[src/rtl/can_rx_framer_pkg.sv]
// Shared CAN frame definitions for the RX framer and its packet FIFO.
// Holds payload/ID sizing constants and the packed frame record that the
// assembler builds and the FIFO stores (id, ide, len, data = 98 bits).
package can_rx_framer_pkg;

  localparam int MAX_BYTES = 8;
  localparam int STD_ID_W  = 11;
  localparam int EXT_ID_W  = 29;
  localparam int LEN_W     = 4;
  localparam int DATA_W    = MAX_BYTES * 8;

  typedef struct packed {
    logic [EXT_ID_W-1:0] id;
    logic                ide;
    logic [LEN_W-1:0]    len;
    logic [DATA_W-1:0]   data;
  } can_frame_t;

  localparam int FRAME_W = $bits(can_frame_t);

endpackage

[src/rtl/can_rx_framer_if.sv]
// Byte-stream input and assembled-frame output bundle of can_rx_framer.
//   in_valid/in_last/in_data/in_id/in_ide : RX byte stream from the CAN controller
//   pkt_valid/pkt_ready                    : frame handshake towards the consumer
//   pkt_id/pkt_ide/pkt_len/pkt_data        : head frame contents (show-ahead)
// slave  = the framer itself, master = whoever drives the stream / consumes frames.
interface can_rx_framer_if;
  import can_rx_framer_pkg::*;

  logic                in_valid;
  logic                in_last;
  logic [7:0]          in_data;
  logic [EXT_ID_W-1:0] in_id;
  logic                in_ide;

  logic                pkt_valid;
  logic                pkt_ready;
  logic [EXT_ID_W-1:0] pkt_id;
  logic                pkt_ide;
  logic [LEN_W-1:0]    pkt_len;
  logic [DATA_W-1:0]   pkt_data;

  modport master (
    output in_valid, in_last, in_data, in_id, in_ide, pkt_ready,
    input  pkt_valid, pkt_id, pkt_ide, pkt_len, pkt_data
  );

  modport slave (
    input  in_valid, in_last, in_data, in_id, in_ide, pkt_ready,
    output pkt_valid, pkt_id, pkt_ide, pkt_len, pkt_data
  );

endinterface

[src/rtl/can_rx_framer_fifo.sv]
// can_frame_fifo: synchronous show-ahead FIFO holding assembled frames.
//   clk, rst          : clock, asynchronous active-high reset (pointers only)
//   wr_en, wr_data    : push request; wr_ok tells whether it was taken
//   full              : no free slot (a same-cycle pop still makes room)
//   rd_en             : pop request, ignored while empty
//   rd_valid, rd_data : head entry, valid whenever the FIFO is not empty
module can_frame_fifo #(
  parameter int DEPTH = 4,
  parameter int WIDTH = 98
) (
  input  logic             clk,
  input  logic             rst,
  input  logic             wr_en,
  input  logic [WIDTH-1:0] wr_data,
  output logic             wr_ok,
  output logic             full,
  input  logic             rd_en,
  output logic             rd_valid,
  output logic [WIDTH-1:0] rd_data
);

  localparam int AW = $clog2(DEPTH);

  // Pointers carry one extra wrap bit so full and empty are distinguishable.
  logic [AW:0]      wr_ptr_q, wr_ptr_d;
  logic [AW:0]      rd_ptr_q, rd_ptr_d;
  logic [WIDTH-1:0] mem [DEPTH];
  logic             empty;
  logic             rd_ok;

  assign empty    = (wr_ptr_q == rd_ptr_q);
  assign full     = (wr_ptr_q[AW] != rd_ptr_q[AW]) &&
                    (wr_ptr_q[AW-1:0] == rd_ptr_q[AW-1:0]);
  assign rd_ok    = rd_en && !empty;
  // A pop in the same cycle frees the head slot, which is the one written.
  assign wr_ok    = wr_en && (!full || rd_ok);
  assign rd_valid = !empty;
  assign rd_data  = mem[rd_ptr_q[AW-1:0]];

  always_comb begin
    wr_ptr_d = wr_ptr_q;
    rd_ptr_d = rd_ptr_q;
    if (wr_ok) wr_ptr_d = wr_ptr_q + 1'b1;
    if (rd_ok) rd_ptr_d = rd_ptr_q + 1'b1;
  end

  always_ff @(posedge clk or posedge rst) begin
    if (rst) begin
      wr_ptr_q <= '0;
      rd_ptr_q <= '0;
    end else begin
      wr_ptr_q <= wr_ptr_d;
      rd_ptr_q <= rd_ptr_d;
    end
  end

  // Storage needs no reset: the pointers decide what is visible.
  always_ff @(posedge clk) begin
    if (wr_ok) mem[wr_ptr_q[AW-1:0]] <= wr_data;
  end

endmodule

[src/rtl/can_rx_framer.sv]
// can_rx_framer: assembles CAN RX byte streams into frames of 1..8 bytes and
// queues them in a show-ahead packet FIFO.
//   clk, rst : clock, asynchronous active-high reset
//   bus      : can_rx_framer_if.slave (byte stream in, frame handshake out)
//   drop_cnt : frames lost because the FIFO was full (saturating)
//   err_cnt  : frames discarded for exceeding 8 bytes (saturating)
module can_rx_framer
  import can_rx_framer_pkg::*;
#(
  parameter int DEPTH = 4,
  parameter int CNT_W = 16
) (
  input  logic              clk,
  input  logic              rst,
  can_rx_framer_if.slave    bus,
  output logic [CNT_W-1:0]  drop_cnt,
  output logic [CNT_W-1:0]  err_cnt
);

  logic [3:0]          idx_q, idx_d;
  logic                overlong_q, overlong_d;
  logic [DATA_W-1:0]   stage_q, stage_d;
  logic [EXT_ID_W-1:0] id_q, id_d;
  logic                ide_q, ide_d;
  logic                push_q, push_d;
  can_frame_t          push_frame_q, push_frame_d;
  logic [CNT_W-1:0]    drop_cnt_q, drop_cnt_d;
  logic [CNT_W-1:0]    err_cnt_q, err_cnt_d;

  logic [DATA_W-1:0]   stage_next;
  logic [EXT_ID_W-1:0] frame_id;
  logic                frame_ide;
  logic                fifo_wr_ok;
  logic                fifo_full;
  logic                fifo_valid;
  can_frame_t          fifo_head;

  // Assembler: completed frames are registered and pushed one cycle later,
  // which leaves the byte path free to start the next frame immediately.
  always_comb begin
    idx_d        = idx_q;
    overlong_d   = overlong_q;
    stage_d      = stage_q;
    id_d         = id_q;
    ide_d        = ide_q;
    push_d       = 1'b0;
    push_frame_d = push_frame_q;
    drop_cnt_d   = drop_cnt_q;
    err_cnt_d    = err_cnt_q;
    stage_next   = stage_q;
    // The first byte's ID is taken straight from the input so a 1-byte
    // frame completes with the right ID in the same cycle it is latched.
    frame_id     = (idx_q == 4'd0) ? bus.in_id  : id_q;
    frame_ide    = (idx_q == 4'd0) ? bus.in_ide : ide_q;

    if (bus.in_valid) begin
      if (idx_q < 4'd8) begin
        stage_next[{idx_q[2:0], 3'b000} +: 8] = bus.in_data;
        if (bus.in_last) begin
          push_d            = 1'b1;
          push_frame_d.id   = frame_id;
          push_frame_d.ide  = frame_ide;
          push_frame_d.len  = idx_q + 4'd1;
          push_frame_d.data = stage_next;
          idx_d             = 4'd0;
          stage_d           = '0;
        end else begin
          idx_d   = idx_q + 4'd1;
          stage_d = stage_next;
          id_d    = frame_id;
          ide_d   = frame_ide;
        end
      end else if (bus.in_last) begin
        idx_d      = 4'd0;
        overlong_d = 1'b0;
        stage_d    = '0;
        if (err_cnt_q != '1) err_cnt_d = err_cnt_q + CNT_W'(1);
      end else begin
        overlong_d = 1'b1;
      end
    end

    if (push_q && !fifo_wr_ok && (drop_cnt_q != '1))
      drop_cnt_d = drop_cnt_q + CNT_W'(1);
  end

  always_ff @(posedge clk or posedge rst) begin
    if (rst) begin
      idx_q        <= '0;
      overlong_q   <= 1'b0;
      stage_q      <= '0;
      id_q         <= '0;
      ide_q        <= 1'b0;
      push_q       <= 1'b0;
      push_frame_q <= '0;
      drop_cnt_q   <= '0;
      err_cnt_q    <= '0;
    end else begin
      idx_q        <= idx_d;
      overlong_q   <= overlong_d;
      stage_q      <= stage_d;
      id_q         <= id_d;
      ide_q        <= ide_d;
      push_q       <= push_d;
      push_frame_q <= push_frame_d;
      drop_cnt_q   <= drop_cnt_d;
      err_cnt_q    <= err_cnt_d;
    end
  end

  can_frame_fifo #(
    .DEPTH (DEPTH),
    .WIDTH (FRAME_W)
  ) u_fifo (
    .clk      (clk),
    .rst      (rst),
    .wr_en    (push_q),
    .wr_data  (push_frame_q),
    .wr_ok    (fifo_wr_ok),
    .full     (fifo_full),
    .rd_en    (bus.pkt_ready),
    .rd_valid (fifo_valid),
    .rd_data  (fifo_head)
  );

  // FIFO storage is not reset, so the head is masked to zero while empty.
  assign bus.pkt_valid = fifo_valid;
  assign bus.pkt_id    = fifo_valid ? fifo_head.id   : '0;
  assign bus.pkt_ide   = fifo_valid ? fifo_head.ide  : 1'b0;
  assign bus.pkt_len   = fifo_valid ? fifo_head.len  : '0;
  assign bus.pkt_data  = fifo_valid ? fifo_head.data : '0;
  assign drop_cnt      = drop_cnt_q;
  assign err_cnt       = err_cnt_q;

endmodule

[src/flat_wrapper.sv]
// flat-port wrapper written by rule: the top's interface ports become plain ports
module can_rx_framer_flat import can_rx_framer_pkg::*;
#(
  parameter int DEPTH = 4,
  parameter int CNT_W = 16
)
  (clk, rst, drop_cnt, err_cnt, bus_in_valid, bus_in_last, bus_in_data, bus_in_id, bus_in_ide, bus_pkt_ready, bus_pkt_valid, bus_pkt_id, bus_pkt_ide, bus_pkt_len, bus_pkt_data);
  can_rx_framer_if bus_i ();
  input  logic clk;
  input  logic rst;
  output logic [CNT_W-1:0] drop_cnt;
  output logic [CNT_W-1:0] err_cnt;
  input wire logic [$bits(bus_i.in_valid)-1:0] bus_in_valid;
  input wire logic [$bits(bus_i.in_last)-1:0] bus_in_last;
  input wire logic [$bits(bus_i.in_data)-1:0] bus_in_data;
  input wire logic [$bits(bus_i.in_id)-1:0] bus_in_id;
  input wire logic [$bits(bus_i.in_ide)-1:0] bus_in_ide;
  input wire logic [$bits(bus_i.pkt_ready)-1:0] bus_pkt_ready;
  output wire logic [$bits(bus_i.pkt_valid)-1:0] bus_pkt_valid;
  output wire logic [$bits(bus_i.pkt_id)-1:0] bus_pkt_id;
  output wire logic [$bits(bus_i.pkt_ide)-1:0] bus_pkt_ide;
  output wire logic [$bits(bus_i.pkt_len)-1:0] bus_pkt_len;
  output wire logic [$bits(bus_i.pkt_data)-1:0] bus_pkt_data;
  assign bus_i.in_valid = bus_in_valid;
  assign bus_i.in_last = bus_in_last;
  assign bus_i.in_data = bus_in_data;
  assign bus_i.in_id = bus_in_id;
  assign bus_i.in_ide = bus_in_ide;
  assign bus_i.pkt_ready = bus_pkt_ready;
  assign bus_pkt_valid = bus_i.pkt_valid;
  assign bus_pkt_id = bus_i.pkt_id;
  assign bus_pkt_ide = bus_i.pkt_ide;
  assign bus_pkt_len = bus_i.pkt_len;
  assign bus_pkt_data = bus_i.pkt_data;
  can_rx_framer #(.DEPTH(DEPTH), .CNT_W(CNT_W)) u_core (.clk(clk), .rst(rst), .bus(bus_i), .drop_cnt(drop_cnt), .err_cnt(err_cnt));
endmodule
[config.mk]
export PLATFORM = sky130hd
export DESIGN_NAME = can_rx_framer_flat
export DESIGN_NICKNAME = d
export VERILOG_FILES = /design/src/rtl/can_rx_framer_pkg.sv /design/src/rtl/can_rx_framer_if.sv /design/src/rtl/can_rx_framer_fifo.sv /design/src/rtl/can_rx_framer.sv /design/src/flat_wrapper.sv
export SDC_FILE = /design/constraint.sdc
export NUM_CORES = 1
export LEC_CHECK = 0
export ABC_AREA = 1
export BUFFER_PORTS_ARGS = -buffer_cell sky130_fd_sc_hd__buf_2
export CAP_MARGIN = 15
export CORE_MARGIN = 2
export CORE_UTILIZATION = 63
export CTS_BUF_LIST = sky130_fd_sc_hd__clkbuf_4
export DETAILED_ROUTE_END_ITERATION = 8
export GPL_ROUTABILITY_DRIVEN = 0
export GPL_TIMING_DRIVEN = 0
export PLACE_DENSITY = 0.83
export RECOVER_POWER = 50
export SETUP_SLACK_MARGIN = 0.05
export SLEW_MARGIN = 20
export SYNTH_ARGS = -nofsm -noshare
export SYNTH_HDL_FRONTEND = slang
export SYNTH_SLANG_ARGS = --single-unit
export TNS_END_PERCENT = 50
[constraint.sdc]
create_clock -name clk -period 9.95 [get_ports clk]
set_input_delay 1.4925 -clock clk [delete_from_list [all_inputs] [get_ports clk]]
set_output_delay 1.4925 -clock clk [all_outputs]
set_load 0.01 [all_outputs]
-- Word-level counts from Yosys, hierarchy flattened
Memory sizes are Yosys's and may differ from the RTL's.
Index checks and enable logic that the tools add are counted.
- bits in registers: 235
- bits in writable memories: 392
- bits of input ports: 43
- output and inout bits: 131
- word-level logic and storage cells: 63
- memories: 1
- $add $sub $neg: 6
- order comparisons: 1
- equality and inequality tests: 5
- shift-type cells: 2
- mux-type cells: 18
- bitwise gates (word level): 2
- reduce and logical (&&, ||, !) cells: 15
- memories (name ; words ; bits a word ; read ports ; clocked after Yosys merged registers in ; wr ports ; RTL line ; text):
    u_core.u_fifo.mem ; 4 ; 98 ; 1 ; 0 ; 1 ; can_rx_framer_fifo.sv:27 ; logic [WIDTH-1:0] mem [DEPTH];
- operators by type and width (kind ; count):
    $mux W64 ; 4
    $bwmux W64 ; 1
    $shift A8 B8 Y64 const A ; 1
    $shiftx A8 B8 Y64 ; 1
    $mux W29 ; 2
    $add A16 B1 Y16 const B ; 2
    $ne A16 B16 Y1 const B ; 2
    $mux W4 ; 4
    $neg A6 Y8 ; 1
    $mux W1 ; 7
    $add A3 B1 Y3 const B ; 2
    $reduce_and A3 Y1 ; 2
    $logic_and A1 B1 Y1 ; 5
    $add A4 B1 Y4 const B ; 1
    $logic_not A4 Y1 ; 1
    $lt A4 B4 Y1 const B ; 1
    $reduce_and A4 Y1 ; 1
    $eq A3 B3 Y1 ; 1
    $logic_not A1 Y1 ; 3
    $eq A2 B2 Y1 ; 1
    $not A1 Y1 ; 2
    $reduce_and A2 Y1 ; 1
    $reduce_bool A2 Y1 ; 1
    $logic_or A1 B1 Y1 ; 1
    $ne A1 B1 Y1 ; 1

-- Logic depth before layout (Yosys ltp)
- depth after elaboration: 8
- mapped depth: 11
- gate-level depth less buffers: 10

-- Modules after synthesis
Synthesis repeated with hierarchy kept, for this count alone.
- cells, all modules: 2503
- area, all modules: 26282.7 um^2
- by module, submodules not included (module ; times used ; cells each ; area an instance (um^2) ; seq. area each (um^2)):
    can_frame_fifo ; 1 ; 1008 ; 14963.1 ; 11921.4
    can_rx_framer ; 1 ; 1495 ; 11319.6 ; 5730.5

-- Least setup slack after synthesis
No wires, ideal clock.
- path type: input to register
- start: input port bus_pkt_ready
- end: memory u_core.u_fifo.mem[0][0] (enable)
- setup time: 0.556 ns
- data arrival time: 5.863 ns
- data required time: 9.394 ns
- setup slack: 3.531 ns
- cell stages on the path: 4
- buffers on the path: 0
- cell sequence: inv_1 nand3_1 o21ai_2 nor2_1
- word-level cells in the longest chain between the ends: 5
- ends and longest elaborated chain (element ; RTL line ; text):
    start: declaration ; flat_wrapper.sv:18 ; input wire logic [$bits(bus_i.pkt_ready)-1:0] bus_pkt_ready;
    $logic_and A1 B1 Y1 ; can_rx_framer_fifo.sv:34 ; assign rd_ok = rd_en && !empty;
    $logic_or A1 B1 Y1 ; can_rx_framer_fifo.sv:36 ; assign wr_ok = wr_en && (!full || rd_ok);
    $logic_and A1 B1 Y1 ; can_rx_framer_fifo.sv:36 ;
    $mux W1 ; can_rx_framer_fifo.sv:59 ; if (wr_ok) mem[wr_ptr_q[AW-1:0]] <= wr_data;
    $mux W1 (implied by the code) ; can_rx_framer_fifo.sv:59 ;
    end: declaration ; can_rx_framer_fifo.sv:27 ;
No other way between the ends.

-- Worst setup path after layout
- start: register u_core.u_fifo.rd_ptr_q[0]
- end: output port bus_pkt_data[14]
- word-level cells in the longest chain between the ends: 2
- elaborated cells on any way between the ends: 3
- classes of those cells: eq/ne (1); mux (1); memory (1)
- ends and longest elaborated chain (element ; RTL line ; text):
    start: declaration ; can_rx_framer_fifo.sv:26 ; logic [AW:0] rd_ptr_q, rd_ptr_d;
    start signal: assignment ; can_rx_framer_fifo.sv:53 ; rd_ptr_q <= rd_ptr_d;
    $mem_v2 Z4 W98 / $eq A3 B3 Y1 (equally long branches) ; - ;
    $mux W64 (*) ; can_rx_framer.sv:131 ; assign bus.pkt_data = fifo_valid ? fifo_head.data : '0;
    end: declaration ; flat_wrapper.sv:23 ; output wire logic [$bits(bus_i.pkt_data)-1:0] bus_pkt_data;
Every way passes the cells marked *; elsewhere a longest branch is shown, timed or not.

==> results.yml <==
run_status:
  status: "finished, violations left"
  violations: "max-capacitance violations, max-slew violations"
timing:
  tns_ps: 0
  whs_ps: 489
  period_share_pct: 71.0
  tightestPinTransition_ps: 3190
  clock.fmax_ghz: 0.142
  setup_viol: 0
  period_minus_slack_ps: 7060
  slew_violations: 77
  rsz0062_at_grt: "false"
  slew_headroom_pct: -114
  finClkSkew_ps: 50.2
  hold_viol: 0
routing:
  vias: 20400
  dr.first_iter.drc_count: 2369
  post_drt_via_cell_ratio: 5.81
  wirelength_um: 67500
  drt-pass1-iter-count: 6
  drc: 0
  antenna_left: 0
  routedWlPerCell_um: 19.2
cts:
  ctsResizeCount: 0
  clockRootBuffer: "clkbuf_4"
  clkLatencyLatePin_ps: 990
  cts_num_sinks: 627
  path_clk_slew_ps: 70
  cts_tree: "done"
  numCtsBuffers: 155
  cts.htree.levels: 4
  postCtsSetupBuffers: 0
  cts.path.max_buffers: 3
  postCtsHoldBufs: 0
job:
  maxCapViolCount: 2
grt:
  grt_max_degree: 95
  antenna_found_initial: 3
  grt-ovfl-total: 0
  grt_pass1_wl_um: 106000
  track_usage_pct: 31.7
  grt_pass1_vias: 20200
min_path:
  hold_path.class: "flip-flop to flip-flop"
floorplan:
  dieWidth_um: 208
  core_area_mm2: 0.0408
  dieArea_mm2: 0.0431
  dieHeight_um: 208
  initial_utilization_pct: 63.9
  num_rows: 74
  ios: 174
worst_setup_path:
  slowest_stage: "clkinvlp_2"
  start_kind: "flip-flop"
  crit_family: "buffers and inverters"
  crit_type: "flip-flop to output pin"
  cp.required_ps: 8460
  cp_cell_sequence: "clkbuf_1, clkbuf_1, clkinvlp_2, nand2_1, nand2_1, nor2_2, nand2_1, clkbuf_1, buf_6, nand2_1, inv_1, buf_2"
  end_kind: "output pin"
  cp_num_buf_inv: 7
  critPathArrivalTime_ps: 5570
  crit_fanout: 10
  ff2ff_setup_slack_ps: 4620
  cpPeakStageDelay_ps: 920
  cp_common_cell: "nand2_1"
cells_and_area:
  mostFrequentLayoutCell: "nand2_1"
  utilization_pct: 73.7
  area_growth_pct: 15.3
  final_cell_mix: "nand2_1 (569), o21ai_0 (413), edfxtp_1 (392)"
  final_nets: 2906
  drive_gt1_share_pct: 16.8
yosys:
  synth_nets: 2556
  syn-cell-area_mm2: 0.0261
  synth.avg_cell_area_um2: 10.4
  synth_warnings: 0
  synth_seq_cells: 627
  synth-seq-area-share_pct: 67.6
  synth_cell_types: 29
  netlist_instances: 2502
power:
  finalPower_mw: 8.37
  p_leak_nw: 13.2
  pwr_density_cell_mw_per_mm2: 278
  ir_drop_mv: 0.173
place:
  io_buffer_count: 173
  dp_hpwl_um: 43600
==> power breakdown <==
part | total [mW] | switching, mW | internal (mW) | leakage (nW)
sequential | 3.34 | 0.181 | 3.16 | 6.84
clock | 2.19 | 1.05 | 1.14 | 1.21
combinational | 2.85 | 1.93 | 0.922 | 5.15
total | 8.37 | 3.16 | 5.21 | 13.2
==> per-layer routing <==
| layer | vias up | routed length, um | GRT usage [%] |
|---|---|---|---|
| met5 | - | 29 | 0 |
| met4 | 4 | 2700 | 15.3 |
| met3 | 216 | 6620 | 8.79 |
| met2 | 1181 | 32200 | 49.9 |
| met1 | 9778 | 25900 | 41.2 |
| li1 | 9239 | - | - |
==> state kept, by name (all words and copies together), names as in the netlist <==
signal / count
u_core.u_fifo.mem: 392
u_core.push_frame_q: 98
u_core.stage_q: 64
u_core.id_q: 29
u_core.drop_cnt: 16
u_core.err_cnt: 16
u_core.idx_q: 4
u_core.u_fifo.rd_ptr_q: 3
u_core.u_fifo.wr_ptr_q: 3
u_core.ide_q: 1
u_core.push_q: 1
==> path summary, 6_finish.rpt <==
check	from	end	depth (start not counted)
min in group asynchronous	rst	u_core.err_cnt[0]$_DFFE_PP0P_	2
worst max-delay path	u_core.u_fifo.rd_ptr_q[0]$_DFFE_PP0P_	bus_pkt_data[14]	12
max in group asynchronous	rst	u_core.err_cnt[8]$_DFFE_PP0P_	2
worst min register to register	u_core.stage_q[40]$_DFFE_PP0P_	u_core.stage_q[40]$_DFFE_PP0P_	2
worst max register to register	u_core.u_fifo.rd_ptr_q[0]$_DFFE_PP0P_	u_core.u_fifo.mem[2][51]$_DFFE_PP_	10
worst min-delay path	u_core.stage_q[40]$_DFFE_PP0P_	u_core.stage_q[40]$_DFFE_PP0P_	2
==> cell type report <==
| type | count | area (um2) |
|---|---|---|
| diodes | 2 | 5.00 |
| plain buffers | 131 | 629 |
| clock buffers | 227 | 1700 |
| clock inverters | 61 | 333 |
| fillers | 2664 | 10700 |
| inverters | 240 | 903 |
| multi-input cells | 1504 | 6860 |
| flip-flops and latches | 627 | 17700 |
| well taps | 532 | 666 |
| repair buffers | 193 | 1330 |
==> cells in the mapped netlist (all sizes together) <==
master	count	share of area (%)
dfrtp	235	23
a21oi	10	0.19
nand2	569	8.2
ha	11	0.53
nand3	87	1.7
xor2	7	0.23
buf	66	1.7
nand4	12	0.29
nor2	258	3.8
o21ai	428	8.2
clkbuf	65	0.94
inv	240	3.5
edfxtp	392	45
xnor2	12	0.40
o22ai	108	2.6
nor3	2	0.038
==> through the flow <==
stage / cell area [um2] / cells / setup slack (ps)
detailed placement: 28100 / 3227 / 6280
CTS: 30200 / 3515 / 5200
floorplan: 26100 / 2502 / 2010
global placement: 27600 / 3207 / -619
global route: 30100 / 3516 / 2780
finish: 30100 / 3517 / 2890
==> worst min-delay path, cell delays in order (launching register included) <==
cell,delay [ps]
dfrtp_1,350
nand2_1,50
o21ai_0,60
==> cell families after synthesis <==
group,share of synthesized area [%]
buffers and inverters,6.10
flip-flops,67.6
AND/OR/NAND/NOR,14.1
AO/OA/AOI/OAI,11.0
XOR/XNOR,0.638
adder cells (fa/ha/maj),0.527
(Power assumes the default switching activity.)
